### src/rtl/mm_req_arbiter.sv
// Round-robin merge of NUM_REQ requester FIFOs onto one memory request port,
// with source-tagged ids so read responses can be steered back without lookup.
module mm_req_arbiter #(
    parameter  int NUM_REQ = 3,
    parameter  int DEPTH   = 4,
    parameter  int ID_W    = 8,
    parameter  int PADDR_W = 32,
    localparam int SRC_W   = $clog2(NUM_REQ)
) (
    input  logic                       clock,
    input  logic                       reset,
    input  logic [NUM_REQ-1:0]         req_valid,
    output logic [NUM_REQ-1:0]         req_ready,
    input  logic [NUM_REQ-1:0]         req_is_write,
    input  logic [NUM_REQ*ID_W-1:0]    req_id,
    input  logic [NUM_REQ*PADDR_W-1:0] req_paddr,
    input  logic [NUM_REQ*128-1:0]     req_data,
    output logic                       mem_req_valid,
    input  logic                       mem_req_ready,
    output logic                       mem_req_is_write,
    output logic [SRC_W+ID_W-1:0]      mem_req_id,
    output logic [PADDR_W-1:0]         mem_req_paddr,
    output logic [127:0]               mem_req_data,
    input  logic                       mem_res_valid,
    input  logic [SRC_W+ID_W-1:0]      mem_res_id,
    input  logic [PADDR_W-1:0]         mem_res_paddr,
    input  logic [127:0]               mem_res_data,
    output logic [NUM_REQ-1:0]         res_valid,
    output logic [ID_W-1:0]            res_id,
    output logic [PADDR_W-1:0]         res_paddr,
    output logic [127:0]               res_data,
    output logic                       route_err
);
    localparam int PTR_W = $clog2(DEPTH);
    localparam int CNT_W = PTR_W + 1;

    typedef struct packed {
        logic               is_write;
        logic [ID_W-1:0]    id;
        logic [PADDR_W-1:0] paddr;
        logic [127:0]       data;
    } entry_t;

    entry_t             r_mem    [NUM_REQ][DEPTH];
    logic [PTR_W-1:0]   r_wr_ptr [NUM_REQ];
    logic [PTR_W-1:0]   r_rd_ptr [NUM_REQ];
    logic [CNT_W-1:0]   r_count  [NUM_REQ];
    logic [SRC_W-1:0]   r_rr_ptr;
    logic [SRC_W-1:0]   r_lock_src;
    logic               r_lock;
    logic [NUM_REQ-1:0] r_res_valid;
    logic [ID_W-1:0]    r_res_id;
    logic [PADDR_W-1:0] r_res_paddr;
    logic [127:0]       r_res_data;
    logic               r_route_err;

    entry_t             w_din  [NUM_REQ];
    entry_t             w_head [NUM_REQ];
    entry_t             w_sel;
    logic [NUM_REQ-1:0] w_nonempty;
    logic [NUM_REQ-1:0] w_ready;
    logic [NUM_REQ-1:0] w_enq;
    logic [NUM_REQ-1:0] w_deq;
    logic [SRC_W-1:0]   w_grant;
    logic [SRC_W-1:0]   w_rr_next;
    logic               w_found;
    logic               w_fire;
    int unsigned        w_idx;
    logic [SRC_W-1:0]   w_src;
    logic               w_src_ok;

    always_comb begin
        for (int unsigned i = 0; i < NUM_REQ; i++) begin
            w_din[i].is_write = req_is_write[i];
            w_din[i].id       = req_id[i*ID_W +: ID_W];
            w_din[i].paddr    = req_paddr[i*PADDR_W +: PADDR_W];
            w_din[i].data     = req_data[i*128 +: 128];
            w_nonempty[i]     = (r_count[i] != '0);
            w_ready[i]        = (r_count[i] != CNT_W'(DEPTH));
            w_head[i]         = r_mem[i][r_rd_ptr[i]];
            w_enq[i]          = req_valid[i] & w_ready[i];
        end
    end

    // Scan rr_ptr, rr_ptr+1, ... for the first non-empty FIFO; a stalled
    // request keeps its grant via the lock so outputs stay stable.
    always_comb begin
        w_grant = r_rr_ptr;
        w_found = 1'b0;
        w_idx   = 0;
        for (int unsigned k = 0; k < NUM_REQ; k++) begin
            w_idx = 32'(r_rr_ptr) + k;
            if (w_idx >= NUM_REQ) w_idx = w_idx - NUM_REQ;
            for (int unsigned i = 0; i < NUM_REQ; i++) begin
                if (!w_found && w_idx == i && w_nonempty[i]) begin
                    w_grant = SRC_W'(i);
                    w_found = 1'b1;
                end
            end
        end
        if (r_lock) w_grant = r_lock_src;

        w_sel = '0;
        for (int unsigned i = 0; i < NUM_REQ; i++)
            if (32'(w_grant) == i) w_sel = w_head[i];

        w_fire    = (|w_nonempty) & mem_req_ready;
        for (int unsigned i = 0; i < NUM_REQ; i++)
            w_deq[i] = w_fire && (32'(w_grant) == i);
        w_rr_next = (32'(w_grant) == NUM_REQ - 1) ? '0 : w_grant + SRC_W'(1);
    end

    assign req_ready        = w_ready;
    assign mem_req_valid    = |w_nonempty;
    assign mem_req_is_write = w_sel.is_write;
    assign mem_req_id       = {w_grant, w_sel.id};
    assign mem_req_paddr    = w_sel.paddr;
    assign mem_req_data     = w_sel.data;

    always_ff @(posedge clock) begin
        for (int unsigned i = 0; i < NUM_REQ; i++)
            if (w_enq[i]) r_mem[i][r_wr_ptr[i]] <= w_din[i];
    end

    always_ff @(posedge clock) begin
        if (reset) begin
            for (int unsigned i = 0; i < NUM_REQ; i++) begin
                r_wr_ptr[i] <= '0;
                r_rd_ptr[i] <= '0;
                r_count[i]  <= '0;
            end
            r_rr_ptr   <= '0;
            r_lock     <= 1'b0;
            r_lock_src <= '0;
        end else begin
            for (int unsigned i = 0; i < NUM_REQ; i++) begin
                if (w_enq[i]) r_wr_ptr[i] <= r_wr_ptr[i] + PTR_W'(1);
                if (w_deq[i]) r_rd_ptr[i] <= r_rd_ptr[i] + PTR_W'(1);
                r_count[i] <= r_count[i] + CNT_W'(w_enq[i]) - CNT_W'(w_deq[i]);
            end
            if (w_fire) begin
                r_rr_ptr <= w_rr_next;
                r_lock   <= 1'b0;
            end else if (mem_req_valid) begin
                r_lock     <= 1'b1;
                r_lock_src <= w_grant;
            end
        end
    end

    assign w_src    = mem_res_id[SRC_W+ID_W-1:ID_W];
    assign w_src_ok = (32'(w_src) < NUM_REQ);

    always_ff @(posedge clock) begin
        if (reset) begin
            r_res_valid <= '0;
            r_res_id    <= '0;
            r_res_paddr <= '0;
            r_res_data  <= '0;
            r_route_err <= 1'b0;
        end else begin
            for (int unsigned i = 0; i < NUM_REQ; i++)
                r_res_valid[i] <= mem_res_valid && w_src_ok && (32'(w_src) == i);
            if (mem_res_valid && w_src_ok) begin
                r_res_id    <= mem_res_id[ID_W-1:0];
                r_res_paddr <= mem_res_paddr;
                r_res_data  <= mem_res_data;
            end
            if (mem_res_valid && !w_src_ok) r_route_err <= 1'b1;
        end
    end

    assign res_valid = r_res_valid;
    assign res_id    = r_res_id;
    assign res_paddr = r_res_paddr;
    assign res_data  = r_res_data;
    assign route_err = r_route_err;
endmodule

### config.mk
export PLATFORM = sky130hd
export DESIGN_NAME = mm_req_arbiter
export DESIGN_NICKNAME = d
export VERILOG_FILES = /design/src/rtl/mm_req_arbiter.sv
export SDC_FILE = /design/constraint.sdc
export NUM_CORES = 2
export LEC_CHECK = 0
export CORE_MARGIN = 2
export CORE_UTILIZATION = 45
export CTS_CLUSTER_DIAMETER = 100
export CTS_CLUSTER_SIZE = 25
export DETAILED_ROUTE_END_ITERATION = 7
export PLACE_DENSITY = 0.67
export SETUP_SLACK_MARGIN = 0.4
export SLEW_MARGIN = 20
export SYNTH_ARGS = -nofsm -noshare
export SYNTH_HDL_FRONTEND = slang
export SYNTH_SLANG_ARGS = --single-unit
### constraint.sdc
create_clock -name clock -period 6.9 [get_ports clock]
set_clock_uncertainty 0.15 [all_clocks]
set_input_delay 1.38 -clock clock [delete_from_list [all_inputs] [get_ports clock]]
set_output_delay 1.38 -clock clock [all_outputs]
set_load 0.01 [all_outputs]
==> impl_metrics.tcl <==
set metrics [dict create \
    drc 0 \
    maxSlewViolCount 0 \
    drive_gt1_share_pct 14.24 \
    worstPathMaxFanout 80 \
    vias 44050 \
    met2_length_mm 128.5 \
    die_w_um 436.2 \
    final_util_pct 54.27 \
    syn_inst 4150 \
    slew_headroom_pct 27.77 \
    wl_per_cell_um 31.97 \
    powerDensity_mw_per_mm2 381.8 \
    cts_buffer_depth 3 \
    r2r_start "r_count[0][6]" \
    drtAntennaViolNets 0 \
    cts_root_buffer "clkbuf_16" \
    cts-htree-levels 3 \
    crit_buf_inv 4 \
    syn_nets 4855 \
    finalSetupViolations 0 \
    dp_hpwl_mm 163.2 \
    timing.fmax_mhz 161.5 \
    p_leak_nw 31.33 \
    nets 5822 \
    crit_chain "inv_1 > ha_1 > nor4b_1 > o221a_2 > a311o_1 > o221a_4 > clkinv_16 > buf_12 > mux2i_1 > o21ai_0 > clkdlybuf4s50_1" \
    place_inst 7493 \
    start_util_pct 45.32 \
    cap_violations 0 \
    drtIter0Drc 4087 \
    fin_crit_ns 6.191 \
    syn_avg_cell_area_sq_um 20.25 \
    crit_arrival_ns 4.66 \
    routed.top_layer "met5" \
    post_cts_buffers 0 \
    clk_pin_slew_worst_paths_ns 0.10 \
    async_reset_ff_share_pct 0 \
    routed-wl-met3_mm 16.35 \
    worst_r2r_path_depth 13 \
    min_path_type "register to register" \
    synth_area_sq_mm 0.08405 \
    drt_wl_total_mm 246.0 \
    min_from "res_data[39]" \
    ys_types 47 \
    crit_family "compound AO/OA/AOI/OAI gates" \
    grtUsageTotal_pct 25.44 \
    hold_end "res_data[39]" \
    dieArea_sq_mm 0.1902 \
    grt_max_degree 126 \
    slowest_delay_ns 0.62 \
    fill_cells 14490 \
    synth-seq-cells 2226 \
    tightest_slew_ns 1.083 \
    synth_top_cell_by_area "edfxtp_1" \
    portBuffers 1030 \
    rows 158 \
    synth_area_leaders "edfxtp_1 73%, mux4_2 14%, dfxtp_1 4.4%, mux2i_1 2.0%, nand2_1 1.5%" \
    synth_edf_count 2040 \
    boundaryPins 1031 \
    yosysSeqAreaShare_pct 77.32 \
    antenna_found_initial 113 \
    end_kind "output port" \
    routabilityCongestion 1.015 \
    cts_hold_buffers 0 \
    tns_ns 0 \
    syn2layout_area_growth_pct 19.74 \
    cts_sinks 2226 \
    min_path_cells 2 \
    cts_buffers 102 \
    chipHeight_um 436.2 \
    gr-total-overflow 0 \
    ys.flop_type "edfxtp_1" \
    crit_slowest_cell "clkdlybuf4s50_1" \
    timing.final.crit_share_pct 89.73 \
    ctsResizeCount 1 \
    core-area_sq_mm 0.1854 \
    status "finished, final reports clean" \
    cts_tree "built" \
    required_ns 5.37 \
    yosys_warnings 0 \
    rsz0062_at_grt "false" \
    startpoint_type "register" \
    regArea_sq_mm 0.06498 \
    grt_pass1_vias 44250 \
    yosysTopAreaCellShare_pct 72.89 \
    rr_endpoint "r_count[0][2]" \
    via_per_inst 5.725 \
    path_class "register to output port" \
    fin_cells 7694 \
    clock_latency_ns 0.77 \
    multi_input_area_sq_mm 0.01805 \
    ff2ff_setup_slack_ns 3.11 \
    wl_met1_mm 86.66 \
    grt_pass1_wl_mm 341.7 \
    first_pass_iters 6 \
    ir_worst_vdd_mv 0.7149 \
    finalHoldViolCount 0 \
]
==> stage by stage <==
stage	worst slack [ns]	area [sq um]	total power [mW]	hold slack, ns
2_1_floorplan	0.8991	84050	25.00	0.3036
3_3_place_gp	1.237	97610	31.96	0.2912
3_5_place_dp	1.262	97630	32.06	0.2969
4_1_cts	0.4211	100500	38.88	0.3116
5_1_grt	0.4124	100600	39.93	0.3284
6_report	0.7088	100600	38.43	0.3096
==> kinds of logic after synthesis <==
logic type | synth area share [%]
AND/OR/NAND/NOR | 3.065
XOR/XNOR | 0.1251
multiplexers | 15.60
flip-flops | 77.32
adder cells (fa/ha/maj) | 0.3394
buffers and inverters | 1.313
AO/OA/AOI/OAI | 2.241
==> final cells by class <==
type,count,area share (%)
multi-input cells,1663,17.93
inverters,14,0.07833
flip-flops and latches,2226,64.57
well taps,2480,3.083
repair buffers,1110,11.36
clock buffers,121,2.628
clock inverters,15,0.1840
diodes,65,0.1616
==> flip-flops by register name, summed over array words and instances (netlist names), 2 cells and up <==
name        cells
r_wr_ptr        6
r_mem        2028
res_valid       3
res_paddr      32
r_lock_src      2
res_data      128
r_rr_ptr        2
r_count         9
r_rd_ptr        6
res_id          8
==> synthesized netlist by cell type (all sizes together) (8+ instances only) <==
master	n
a21oi	172
and2	8
and3	12
buf	50
clkbuf	197
dfxtp	186
edfxtp	2040
ha	18
inv	14
mux2i	169
mux4	507
nand2	345
nand3	170
nor2	26
o21ai	171
xnor2	9
==> metal layers <==
layer / vias up / track usage [%]
met5: - / 0
met4: 70 / 13.90
met3: 455 / 5.878
met2: 1657 / 44.22
met1: 23160 / 29.08
li1: 18710 / -
==> worst max path at each step <==
stage	to	cells after the start	slack, ns	start
after floorplan	r_mem[0][0]	1	0.90	req_valid[0]
after global placement	mem_req_data[52]	10	1.24	r_rr_ptr[1]
after detailed placement	mem_req_data[52]	10	1.26	r_rr_ptr[1]
after CTS	mem_req_id[5]	11	0.42	r_rr_ptr[1]
after global routing	mem_req_data[50]	11	0.41	r_rr_ptr[1]
final	mem_req_id[5]	11	0.71	r_rr_ptr[1]
==> worst min-delay path: cells and delay by family (launching register included) <==
kind	cells	cell delay, ns
flops	1	0.32
simple gates	1	0.05
compound gates	1	0.05
==> power by group <==
group          total (mW)  leakage (nW)  internal [mW]  switching, mW
clock network        6.91          1.38           2.80           4.11
registers            16.7          20.2           16.3          0.399
logic                14.8          9.71           6.66           8.17
total                38.4          31.3           25.7           12.7
==> cell usage in the layout (no fill, tap or decap), types with 5 or more instances in the layout <==
cell type / count
a21oi_1: 172
and2_1: 7
and3_4: 12
buf_12: 41
buf_4: 37
clkbuf_1: 18
clkbuf_16: 103
clkdlybuf4s50_1: 1029
dfxtp_1: 186
diode_2: 65
edfxtp_1: 2040
ha_1: 18
inv_1: 13
inv_6: 7
mux2i_1: 169
mux4_2: 507
nand2_1: 344
nand3_1: 170
nor2_1: 25
nor2b_1: 6
nor3_1: 5
o21ai_0: 80
o21ai_1: 91
or2_2: 6
xnor2_1: 9
Note: power is estimated with default switching activity, not from simulation.
